[config.mk]
export PLATFORM = sky130hd
export DESIGN_NAME = microcode_sequencer_flat
export DESIGN_NICKNAME = d
export VERILOG_FILES = /design/src/rtl/microcode_sequencer_if.sv /design/src/rtl/microcode_sequencer.sv /design/src/flat_wrapper.sv
export SDC_FILE = /design/constraint.sdc
export NUM_CORES = 1
export LEC_CHECK = 0
export BUFFER_PORTS_ARGS = -buffer_cell sky130_fd_sc_hd__buf_2
export CORE_ASPECT_RATIO = 1.1
export CORE_MARGIN = 2
export CORE_UTILIZATION = 41
export DETAILED_ROUTE_END_ITERATION = 7
export PLACE_DENSITY = 0.85
export SYNTH_ARGS = -nofsm -noshare
export SYNTH_HDL_FRONTEND = slang
export SYNTH_SLANG_ARGS = --single-unit
[constraint.sdc]
create_clock -name clock -period 1.7 [get_ports clock]
set_clock_uncertainty 0.1 [all_clocks]
set_input_delay 0.34 -clock clock [delete_from_list [all_inputs] [get_ports clock]]
set_output_delay 0.34 -clock clock [all_outputs]
set_load 0.1 [all_outputs]
[src/rtl/microcode_sequencer_if.sv]
// Microcode sequencer bus.
// Groups the execution-driver strobes, the ROM word and the sequencer outputs.
//   master: driver/ROM side. It drives opcode, the load/enable strobes, the ROM
//           read enable and rom_data, and it observes the sequencer outputs.
//   slave : the sequencer.
interface microcode_sequencer_if #(
  parameter int unsigned OPCODE_WIDTH  = 6,
  parameter int unsigned STEP_WIDTH    = 4,
  parameter int unsigned CONTROL_WIDTH = 16
);
  logic [OPCODE_WIDTH-1:0]            opcode;
  logic                               microcode_sequencer_load_n;
  logic                               microcode_sequencer_enable;
  logic                               microcode_rom_read_enable;
  logic [CONTROL_WIDTH+1:0]           rom_data;
  logic [OPCODE_WIDTH+STEP_WIDTH-1:0] microcode_address;
  logic [CONTROL_WIDTH-1:0]           control_lines;
  logic                               instruction_finish_control_line;
  logic                               halt;
  logic                               step_fault;

  modport master (
    output opcode, microcode_sequencer_load_n, microcode_sequencer_enable,
           microcode_rom_read_enable, rom_data,
    input  microcode_address, control_lines, instruction_finish_control_line, halt, step_fault
  );

  modport slave (
    input  opcode, microcode_sequencer_load_n, microcode_sequencer_enable,
           microcode_rom_read_enable, rom_data,
    output microcode_address, control_lines, instruction_finish_control_line, halt, step_fault
  );
endinterface

[src/rtl/microcode_sequencer.sv]
// Microcode sequencer.
// Latches an opcode and steps a microstep counter. The pair {opcode, step} addresses an
// external asynchronous-read ROM. The ROM word supplies the datapath control lines, a
// finish bit and a halt bit.
// Ports:
//   clock   : single clock; all state changes happen on its rising edge.
//   reset_n : synchronous, active-low reset. It overrides every other input.
//   bus     : microcode_sequencer_if.slave. It carries the opcode, the load_n and enable
//             strobes, the ROM read enable and rom_data. It returns microcode_address,
//             control_lines, instruction_finish_control_line, halt and step_fault.
module microcode_sequencer #(
  parameter int unsigned OPCODE_WIDTH  = 6,
  parameter int unsigned STEP_WIDTH    = 4,
  parameter int unsigned CONTROL_WIDTH = 16
) (
  input  logic                  clock,
  input  logic                  reset_n,
  microcode_sequencer_if.slave  bus
);

  typedef enum logic [2:0] {
    StIdle,
    StLoaded,
    StRunning,
    StFinished,
    StHalted
  } state_e;

  localparam logic [STEP_WIDTH-1:0] StepMax = '1;

  state_e                  state_q, state_d;
  logic [OPCODE_WIDTH-1:0] opcode_q, opcode_d;
  logic [STEP_WIDTH-1:0]   step_q, step_d;
  logic                    halt_q, halt_d;
  logic                    fault_q, fault_d;

  logic word_valid;
  logic finish_bit;
  logic halt_bit;
  logic finish_out;

  always_comb begin
    word_valid = bus.microcode_rom_read_enable &&
                 (state_q inside {StLoaded, StRunning, StFinished});
    finish_bit = bus.rom_data[CONTROL_WIDTH+1];
    halt_bit   = bus.rom_data[CONTROL_WIDTH];
    // FINISHED keeps the line up even when the held word no longer carries the finish
    // bit. An example is an instruction that stopped on a step fault.
    finish_out = (word_valid && finish_bit) || (state_q == StFinished);
  end

  always_comb begin
    state_d  = state_q;
    opcode_d = opcode_q;
    step_d   = step_q;
    halt_d   = halt_q;
    fault_d  = fault_q;

    if (word_valid && halt_bit) begin
      // A halt word wins over a load or an advance in the same cycle.
      halt_d  = 1'b1;
      state_d = StHalted;
    end else if ((state_q != StHalted) && !bus.microcode_sequencer_load_n) begin
      opcode_d = bus.opcode;
      step_d   = '0;
      state_d  = StLoaded;
    end else if (bus.microcode_sequencer_enable &&
                 (state_q == StLoaded || state_q == StRunning)) begin
      if (finish_out) begin
        state_d = StFinished;
      end else if (step_q != StepMax) begin
        step_d  = step_q + 1'b1;
        state_d = StRunning;
      end else begin
        // The counter ran off the end with no finish bit. Stop here instead of wrapping.
        fault_d = 1'b1;
        state_d = StFinished;
      end
    end
  end

  always_ff @(posedge clock) begin
    if (!reset_n) begin
      state_q  <= StIdle;
      opcode_q <= '0;
      step_q   <= '0;
      halt_q   <= 1'b0;
      fault_q  <= 1'b0;
    end else begin
      state_q  <= state_d;
      opcode_q <= opcode_d;
      step_q   <= step_d;
      halt_q   <= halt_d;
      fault_q  <= fault_d;
    end
  end

  always_comb begin
    bus.microcode_address               = {opcode_q, step_q};
    bus.control_lines                   = word_valid ? bus.rom_data[CONTROL_WIDTH-1:0] : '0;
    bus.instruction_finish_control_line = finish_out;
    bus.halt                            = halt_q;
    bus.step_fault                      = fault_q;
  end

endmodule

[src/flat_wrapper.sv]
// flat-port wrapper written by rule: the top's interface ports become plain ports
module microcode_sequencer_flat 
#(
  parameter int unsigned OPCODE_WIDTH  = 6,
  parameter int unsigned STEP_WIDTH    = 4,
  parameter int unsigned CONTROL_WIDTH = 16
)
  (clock, reset_n, bus_opcode, bus_microcode_sequencer_load_n, bus_microcode_sequencer_enable, bus_microcode_rom_read_enable, bus_rom_data, bus_microcode_address, bus_control_lines, bus_instruction_finish_control_line, bus_halt, bus_step_fault);
  microcode_sequencer_if #(.OPCODE_WIDTH(OPCODE_WIDTH), .STEP_WIDTH(STEP_WIDTH), .CONTROL_WIDTH(CONTROL_WIDTH)) bus_i ();
  input  logic clock;
  input  logic reset_n;
  input wire logic [$bits(bus_i.opcode)-1:0] bus_opcode;
  input wire logic [$bits(bus_i.microcode_sequencer_load_n)-1:0] bus_microcode_sequencer_load_n;
  input wire logic [$bits(bus_i.microcode_sequencer_enable)-1:0] bus_microcode_sequencer_enable;
  input wire logic [$bits(bus_i.microcode_rom_read_enable)-1:0] bus_microcode_rom_read_enable;
  input wire logic [$bits(bus_i.rom_data)-1:0] bus_rom_data;
  output wire logic [$bits(bus_i.microcode_address)-1:0] bus_microcode_address;
  output wire logic [$bits(bus_i.control_lines)-1:0] bus_control_lines;
  output wire logic [$bits(bus_i.instruction_finish_control_line)-1:0] bus_instruction_finish_control_line;
  output wire logic [$bits(bus_i.halt)-1:0] bus_halt;
  output wire logic [$bits(bus_i.step_fault)-1:0] bus_step_fault;
  assign bus_i.opcode = bus_opcode;
  assign bus_i.microcode_sequencer_load_n = bus_microcode_sequencer_load_n;
  assign bus_i.microcode_sequencer_enable = bus_microcode_sequencer_enable;
  assign bus_i.microcode_rom_read_enable = bus_microcode_rom_read_enable;
  assign bus_i.rom_data = bus_rom_data;
  assign bus_microcode_address = bus_i.microcode_address;
  assign bus_control_lines = bus_i.control_lines;
  assign bus_instruction_finish_control_line = bus_i.instruction_finish_control_line;
  assign bus_halt = bus_i.halt;
  assign bus_step_fault = bus_i.step_fault;
  microcode_sequencer #(.OPCODE_WIDTH(OPCODE_WIDTH), .STEP_WIDTH(STEP_WIDTH), .CONTROL_WIDTH(CONTROL_WIDTH)) u_core (.clock(clock), .reset_n(reset_n), .bus(bus_i));
endmodule
Word level (Yosys, flattened, before mapping):

Index checks and enable logic that the tools add are counted.

* mux-type cells: 10
* eq/ne operators: 6
* bitwise gates (word level): 5
* add/subtract/negate cells: 1
* reductions and logical operators: 17

Operators by type and width (count)
* two-way mux 16 bit: 1
* two-way mux 4 bit: 4
* two-way mux 3 bit: 4
* equality test 3 x 2 -> 1 bit (second input constant): 2
* nonzero test 3 bit: 2
* logical AND 1 bit: 5
* NOT 1 bit: 5
* AND reduction 5 bit: 1
* adder 4 x 1 -> 4 bit (second input constant): 1
* != test 4 bit (second input constant): 1
* AND reduction 4 bit: 1
* nonzero test 2 bit: 2
* equality test 3 x 1 -> 1 bit (second input constant): 1
* != test 3 bit (second input constant): 1
* OR reduction 3 bit: 1
* logical OR 1 bit: 2
* != test 2 x 1 -> 1 bit (second input constant): 1
* AND reduction 2 bit: 1
* OR reduction 2 bit: 1
* logical NOT 1 bit: 1
* two-way mux 1 bit: 1

* logic and storage cells: 46
* bits of input ports: 29
* output and inout port bits: 29
* register bits: 15

Logic depth before layout (Yosys ltp):

Gate-level depths: netlist (run 1).

* depth after elaboration: 9
* gate-level depth with buffers: 6
* mapped depth without buffers: 5

Worst setup path before layout (run 1):

OpenSTA, ideal clock, no wires.

* kind: input to output
* start point: input bus_rom_data[17]
* end point: output bus_instruction_finish_control_line
* slack: -0.758 ns
* cell stages on the path: 4
* buffers on the path: 0
* arrival time: 2.018 ns
* cells stage by stage: nand2_1 -> inv_1 -> nand2_1 -> a21oi_1

* cells in the longest elaborated chain, start to end: 2

RTL lines
* start: declaration: RTL line flat_wrapper.sv:16 `input wire logic [$bits(bus_i.rom_data)-1:0] bus_rom_data;`
* logical AND 1 bit: RTL line microcode_sequencer.sv:49 `finish_out = (word_valid && finish_bit) || (state_q == StFinished);`
* logical OR 1 bit: RTL line microcode_sequencer.sv:49
* end: declaration: RTL line flat_wrapper.sv:19 `output wire logic [$bits(bus_i.instruction_finish_control_line)-1:0] bus_instruction_finish_control_line;`

Every way passes these cells.

Worst setup path after layout (run 1):

* start point: register u_core.state_q[2]
* end point: output bus_control_lines[6]

* cells in the longest elaborated chain, start to end: 4
* elaborated cells between the ends (all ways): 6
* classes of those cells: 3 x eq/ne; 1 x mux; 2 x reduce/logical

RTL lines
* start: declaration: RTL line microcode_sequencer.sv:31 `state_e state_q, state_d;`
* start signal: assignment: RTL line microcode_sequencer.sv:84 `state_q <= StIdle;`
* start signal: assignment: RTL line microcode_sequencer.sv:90 `state_q <= state_d;`
* equality test 3 x 1 -> 1 bit / equality test 3 x 2 -> 1 bit (equally long branches): RTL line microcode_sequencer.sv:44 `(state_q inside {StLoaded, StRunning, StFinished});`
* nonzero test 3 bit (*): RTL line microcode_sequencer.sv:44
* logical AND 1 bit (*): RTL line microcode_sequencer.sv:43 `word_valid = bus.microcode_rom_read_enable &&`
* two-way mux 16 bit (*): RTL line microcode_sequencer.sv:100 `bus.control_lines = word_valid ? bus.rom_data[CONTROL_WIDTH-1:0] : '0;`
* end: declaration: RTL line flat_wrapper.sv:18 `output wire logic [$bits(bus_i.control_lines)-1:0] bus_control_lines;`

Mark *: on every way between the ends. The rest lies on a longest branch, timed or not.

==> impl_metrics.toml, run 1 <==
[status]
status = "finished, violations left"
violations = "setup timing"

[clock_tree]
cts_hold_buf = 0
cts_tree = "built"
clk_pin_slew_ns = 0.09
htree_num_levels = 1
cts_buffers = 3
root_buffer = "clkbuf_4"
insertion_delay_ns = 0.28
clock_path_buffers = 2
cts_sinks = 15

[timing]
rsz0062_at_grt = "yes"
hold_viol = 0
tightest_slew_ns = 0.493
finalSetupViolations = 21
tns_ns = -1.37
slew_violations = 0
period_share = 1.06
layout_setup_ws_ns = -0.104
layout_min_cycle_time_ns = 1.80
max_slew_margin = 0.673
fmax_mhz = 554

[floorplanning]
die_w_um = 48.9
io_pins = 58
die-area_sq_mm = 0.00261
die_height_um = 53.4
rows = 17
core_area_sq_mm = 0.00204
initial_core_util = 0.445

[detailed_routing]
via_count = 1145
routed_wirelength_mm = 3.51
final_antenna_net_count = 0
drcViolationCount = 0
drt-initial-drc-count = 29
drt_pass1_iterations = 4
wl_per_cell_um = 17.4
viasPerCell = 5.67

[power_and_ir_drop]
power.density_mw_per_mm2 = 662
vdd_ir_drop_max_mv = 0.784
power.leakage_nw = 0.763

[synthesis]
avgSynthCellArea_sq_um = 8.57
synth_fp_nets = 136
synthCells = 106
synth_top_family_by_area = "simple AND/OR/NAND/NOR gates"
ys_warn_count = 0
synthAdderAreaFrac = 0.0138
synth-xor-area-share = 0.00964
synthMuxAreaShare = 0
synth_compound_area_frac = 0.219
yosysSeqAreaShare = 0.331
synth_area_sq_um = 908
synth_cell_types = 33
yosys.area_share.simple = 0.351
synth-seq-cells = 15

[finish]
final_cell_mix = "40 x buf_2, 17 x and3_4, 17 x buf_12, 14 x nand2_1"
syn2layout_area_growth_pct = 88.2
fillCellCount = 118
nets = 205
diodes = 0
final_common_cell = "buf_2"
drive_gt1_frac = 0.632

[global_route]
grt_pass1_wl_mm = 5.01
track_usage = 0.253
antenna_found_initial = 0
grt-ovfl-total = 0
grt_max_degree = 19
grt_pass1_vias = 1077

[place]
gp_congestion = 0.735
place_ws_ns = 0.0220
portBuffers = 57
dp_hpwl_mm = 2.28

[worst_setup_path]
crit_arrival_ns = 1.36
startpoint_type = "flop"
crit_type = "flop to primary output"
path_max_fanout = 5
required_ns = 1.26
cp-end-kind = "primary output"

[hold_path]
min_path_type = "input pin to flop"

[flow_run]
maxCapViolations = 0
==> worst max-delay path, cell delays in order, from the launching register on <==
cell	delay, ns
dfxtp_4	0.38
nor2b_4	0.17
buf_6	0.14
and3_4	0.22
buf_12	0.18
==> registers in the layout, summed over array words and instances (netlist names) <==
register	cells
u_core.bus.halt	1
u_core.bus.step_fault	1
u_core.opcode_q	6
u_core.state_q	3
u_core.step_q	4
==> per-layer routing <==
layer | vias up | track usage | wire length (um)
li1 | 526 | - | -
met1 | 543 | 0.276 | 1260
met2 | 64 | 0.491 | 1910
met3 | 12 | 0.0395 | 209
met4 | 0 | 0.105 | 136
met5 | - | 0 | 0
==> cell usage after synthesis (all sizes together) <==
library cell	count	area (sq um)
nand4	5	31.3
o21a	2	15.0
a211oi	1	7.51
buf	5	52.6
clkbuf	3	12.5
or2	2	12.5
nor4bb	1	10.0
o31ai	1	7.51
a31oi	1	6.26
a311oi	1	26.3
a21boi	6	45.0
a21o	1	8.76
nor2b	4	25.0
nand3	3	15.0
nand2b	1	6.26
ha	1	12.5
inv	1	3.75
o21ai	8	40.0
nand2	14	52.6
dfxtp	15	300
o221ai	2	17.5
nor3b	2	20.0
a21oi	5	25.0
xor2	1	8.76
nor4b	1	15.0
and3	19	131
==> area by class of cell <==
class | instances | area [sq um] | area share
multi-input combinational | 82 | 653 | 0.382
inverter | 1 | 3.75 | 0.00220
clock buffer | 4 | 26.3 | 0.0154
timing repair buffer | 72 | 679 | 0.398
sequential | 15 | 312 | 0.182
tap | 28 | 35.0 | 0.0205
==> timing repair <==
| item | CTS | global route |
|---|---|---|
| gates resized for setup | 23 | 12 |
| hold endpoints to repair | 0 | 0 |
| buffers inserted | 2 | 5 |
| setup endpoints to repair | 17 | 28 |
| gates cloned | 2 | 1 |
| pin swaps | 14 | 15 |
==> logic make-up after synthesis <==
group                      after synthesis
adders and majority gates                1
and+or+nand+nor                         52
AOI/OAI and AO/OA                       28
buffers and inverters                    9
DFF                                     15
xor gates and xnor gates                 1
==> report_power, final <==
| group | leakage [nW] | internal [mW] | switching, mW | total, mW |
|---|---|---|---|---|
| sequential | 0.126 | 0.366 | 0.00994 | 0.376 |
| combinational | 0.622 | 0.199 | 0.354 | 0.553 |
| clock | 0.0150 | 0.0912 | 0.111 | 0.202 |
==> per-stage QoR <==
| stage | instance area (sq um) | utilization | hold slack, ns | power [mW] | cells |
|---|---|---|---|---|---|
| after floorplan | 970 | - | 0.385 | 0.721 | 106 |
| after global placement | 1520 | 0.742 | 0.343 | 0.853 | 188 |
| after detailed placement | 1520 | 0.742 | 0.361 | 0.867 | 188 |
| after CTS | 1640 | 0.802 | 0.192 | 1.11 | 196 |
| after global routing | 1710 | 0.837 | 0.195 | 1.17 | 202 |
| final | 1710 | 0.837 | 0.191 | 1.13 | 202 |
==> path summary, 6_finish.rpt <==
path,slack (ns),endpoint,startpoint,cells after the start
worst max-delay path,-0.10,bus_control_lines[6],u_core.state_q[2],4
worst min-delay path,0.19,u_core.opcode_q[4],bus_opcode[4],3
worst max register to register,-0.05,u_core.opcode_q[3],u_core.state_q[1],6
worst min register to register,0.38,u_core.bus.step_fault,u_core.bus.step_fault,1
Note: power is estimated with default switching activity, not from simulation.
==> run 2: changes to the inputs <==
==> constraint.sdc (replaced) <==
create_clock -name clock -period 1.7 [get_ports clock]
set_clock_uncertainty 0.1 [all_clocks]
set_input_delay 0.085 -clock clock [delete_from_list [all_inputs] [get_ports clock]]
set_output_delay 0.085 -clock clock [all_outputs]
set_load 0.1 [all_outputs]
==> run 2 against run 1 <==
Compared with the run above:
- the flow now finishes without violations
- cell area is 8.9% lower
- sequential share of layout area is 1.8 points higher
- via count is 7.3% lower
- non-clock buffer count is 7 lower
- combinational power is 15% lower
- total power is 6.4% lower
- cell count is 3.5% lower
- worst hold slack worse by 0.14 ns
- die area stayed put
- first-iteration DRC count is 66% lower
- critical path type unchanged
- critical endpoint is now bus_control_lines[9]
==> impl_metrics.toml, run 2 (synthesis results as in run 1) <==
[finish]
final_common_cell = "buf_2"
largest_register_ffs = 6
drive_gt1_frac = 0.569
regMostFlops = "u_core.opcode_q"
final_cell_mix = "41 x buf_2, 16 x and3_2, 16 x buf_12, 14 x nand2_1"
syn2layout_area_growth_pct = 71.5
nets = 198
diodes = 0
reg.largest.list = "u_core.opcode_q x6, u_core.step_q x4, u_core.state_q x3"
finalInstanceArea_sq_mm = 0.00156

[timing]
layout_min_cycle_time_ns = 1.60
fmax_mhz = 625
tightest_slew_ns = 0.494
hold_viol = 0
hold_ws_ns = 0.0540
slew_violations = 0
finalSetupViolations = 0
rsz0062_at_grt = "no"
period_share = 0.942
tns_ns = 0
max_slew_margin = 0.673

[status]
status = "finished clean"

[floorplanning]
initial_core_util = 0.445
io_pins = 58
die-area_sq_mm = 0.00261
die_w_um = 48.9
rows = 17
die_height_um = 53.4
core_area_sq_mm = 0.00204

[detailed_routing]
viasPerCell = 5.44
wl_per_cell_um = 13.1
via_count = 1061
drt-initial-drc-count = 10
drcViolationCount = 0
final_antenna_net_count = 0
routed_wirelength_mm = 2.56
drt_pass1_iterations = 4

[worst_setup_path]
critical-path-top-delay-family = "simple AND/OR/NAND/NOR gates"
crit_path_max_incr_delay_ns = 0.37
regToRegSetupSlack_ns = 0.16
path_buf_inv = 1
crit_path_cell_trace = "or2_4 > and3_2 > buf_12"
crit_type = "flop to primary output"
required_ns = 1.51
startpoint_type = "flop"
crit_arrival_ns = 1.42
critPathSlowestCell = "dfxtp_4"
path_max_fanout = 19
cp-end-kind = "primary output"

[clock_tree]
cts_buffers = 3
clock_path_buffers = 2
clk_pin_slew_ns = 0.09
root_buffer = "clkbuf_4"
cts_sinks = 15
htree_num_levels = 1
cts_tree = "built"
insertion_delay_ns = 0.30

[global_route]
antenna_found_initial = 0
grt_pass1_wl_mm = 4.06
grt_max_degree = 20
grt-ovfl-total = 0
grt_pass1_vias = 1037
track_usage = 0.204

[place]
portBuffers = 57
dpl_cell_area_sq_mm = 0.00144
gp_congestion = 0.813
dp_hpwl_mm = 1.95

[flow_run]
maxCapViolations = 0

[power_and_ir_drop]
vdd_ir_drop_max_mv = 0.417
power.leakage_nw = 0.732
power.density_mw_per_mm2 = 680

[hold_path]
min_path_type = "input pin to flop"
==> run 2: changes by cell type in the layout (fill, tap and decap cells not counted), sizes merged <==
cell | before | now
buf | 72 | 58
clkbuf | 4 | 3
dlygate4sd3 | 0 | 7
clkinv | 0 | 1
==> run 2: layer usage <==
layer  global-route usage  wire length, um  vias to the layer above
li1                     -                -                      509
met4                0.133               70                        0
met2                0.388             1270                       65
met5                    0                0                        -
met3               0.0621              271                       10
met1                0.193              949                      477
==> run 2: final timing paths <==
kind              cells past startpoint              start                     to
setup reg to reg                      4  u_core.state_q[1]     u_core.opcode_q[2]
hold reg to reg                       1    u_core.bus.halt        u_core.bus.halt
setup / recovery                      3  u_core.state_q[1]   bus_control_lines[9]
hold / removal                        2            reset_n  u_core.bus.step_fault
==> run 2: per-stage QoR <==
step | setup slack [ns] | utilization | total power [mW] | instances
after floorplan | 0.0564 | - | 0.710 | 106
after global placement | 0.230 | 0.705 | 0.830 | 185
after detailed placement | 0.0826 | 0.705 | 0.838 | 185
after CTS | 0.0456 | 0.757 | 1.06 | 195
after global routing | 0.0216 | 0.763 | 1.10 | 195
final | 0.0987 | 0.763 | 1.06 | 195
==> run 2: area by class of cell <==
cell class	instances	area [sq um]
multi-input combinational	82	573
sequential	15	312
clock buffer	3	22.5
tap	28	35.0
fill	147	484
timing repair buffer	65	607
inverter	1	3.75
clock inverter	1	5.00
==> run 2: timing repair <==
action / 4_1_cts / 5_1_grt
gates resized for setup: 6 / 4
pin swaps: 0 / 1
gates cloned: 0 / 0
hold buffers: 7 / 0
endpoints found under the setup margin: 16 / 21
hold endpoints to repair: 7 / 0
setup buffers: 0 / 0
==> run 2: power by group <==
part	switching (mW)	internal (mW)
clock network	0.124	0.0878
logic	0.314	0.155
registers	0.0125	0.366
total	0.450	0.609
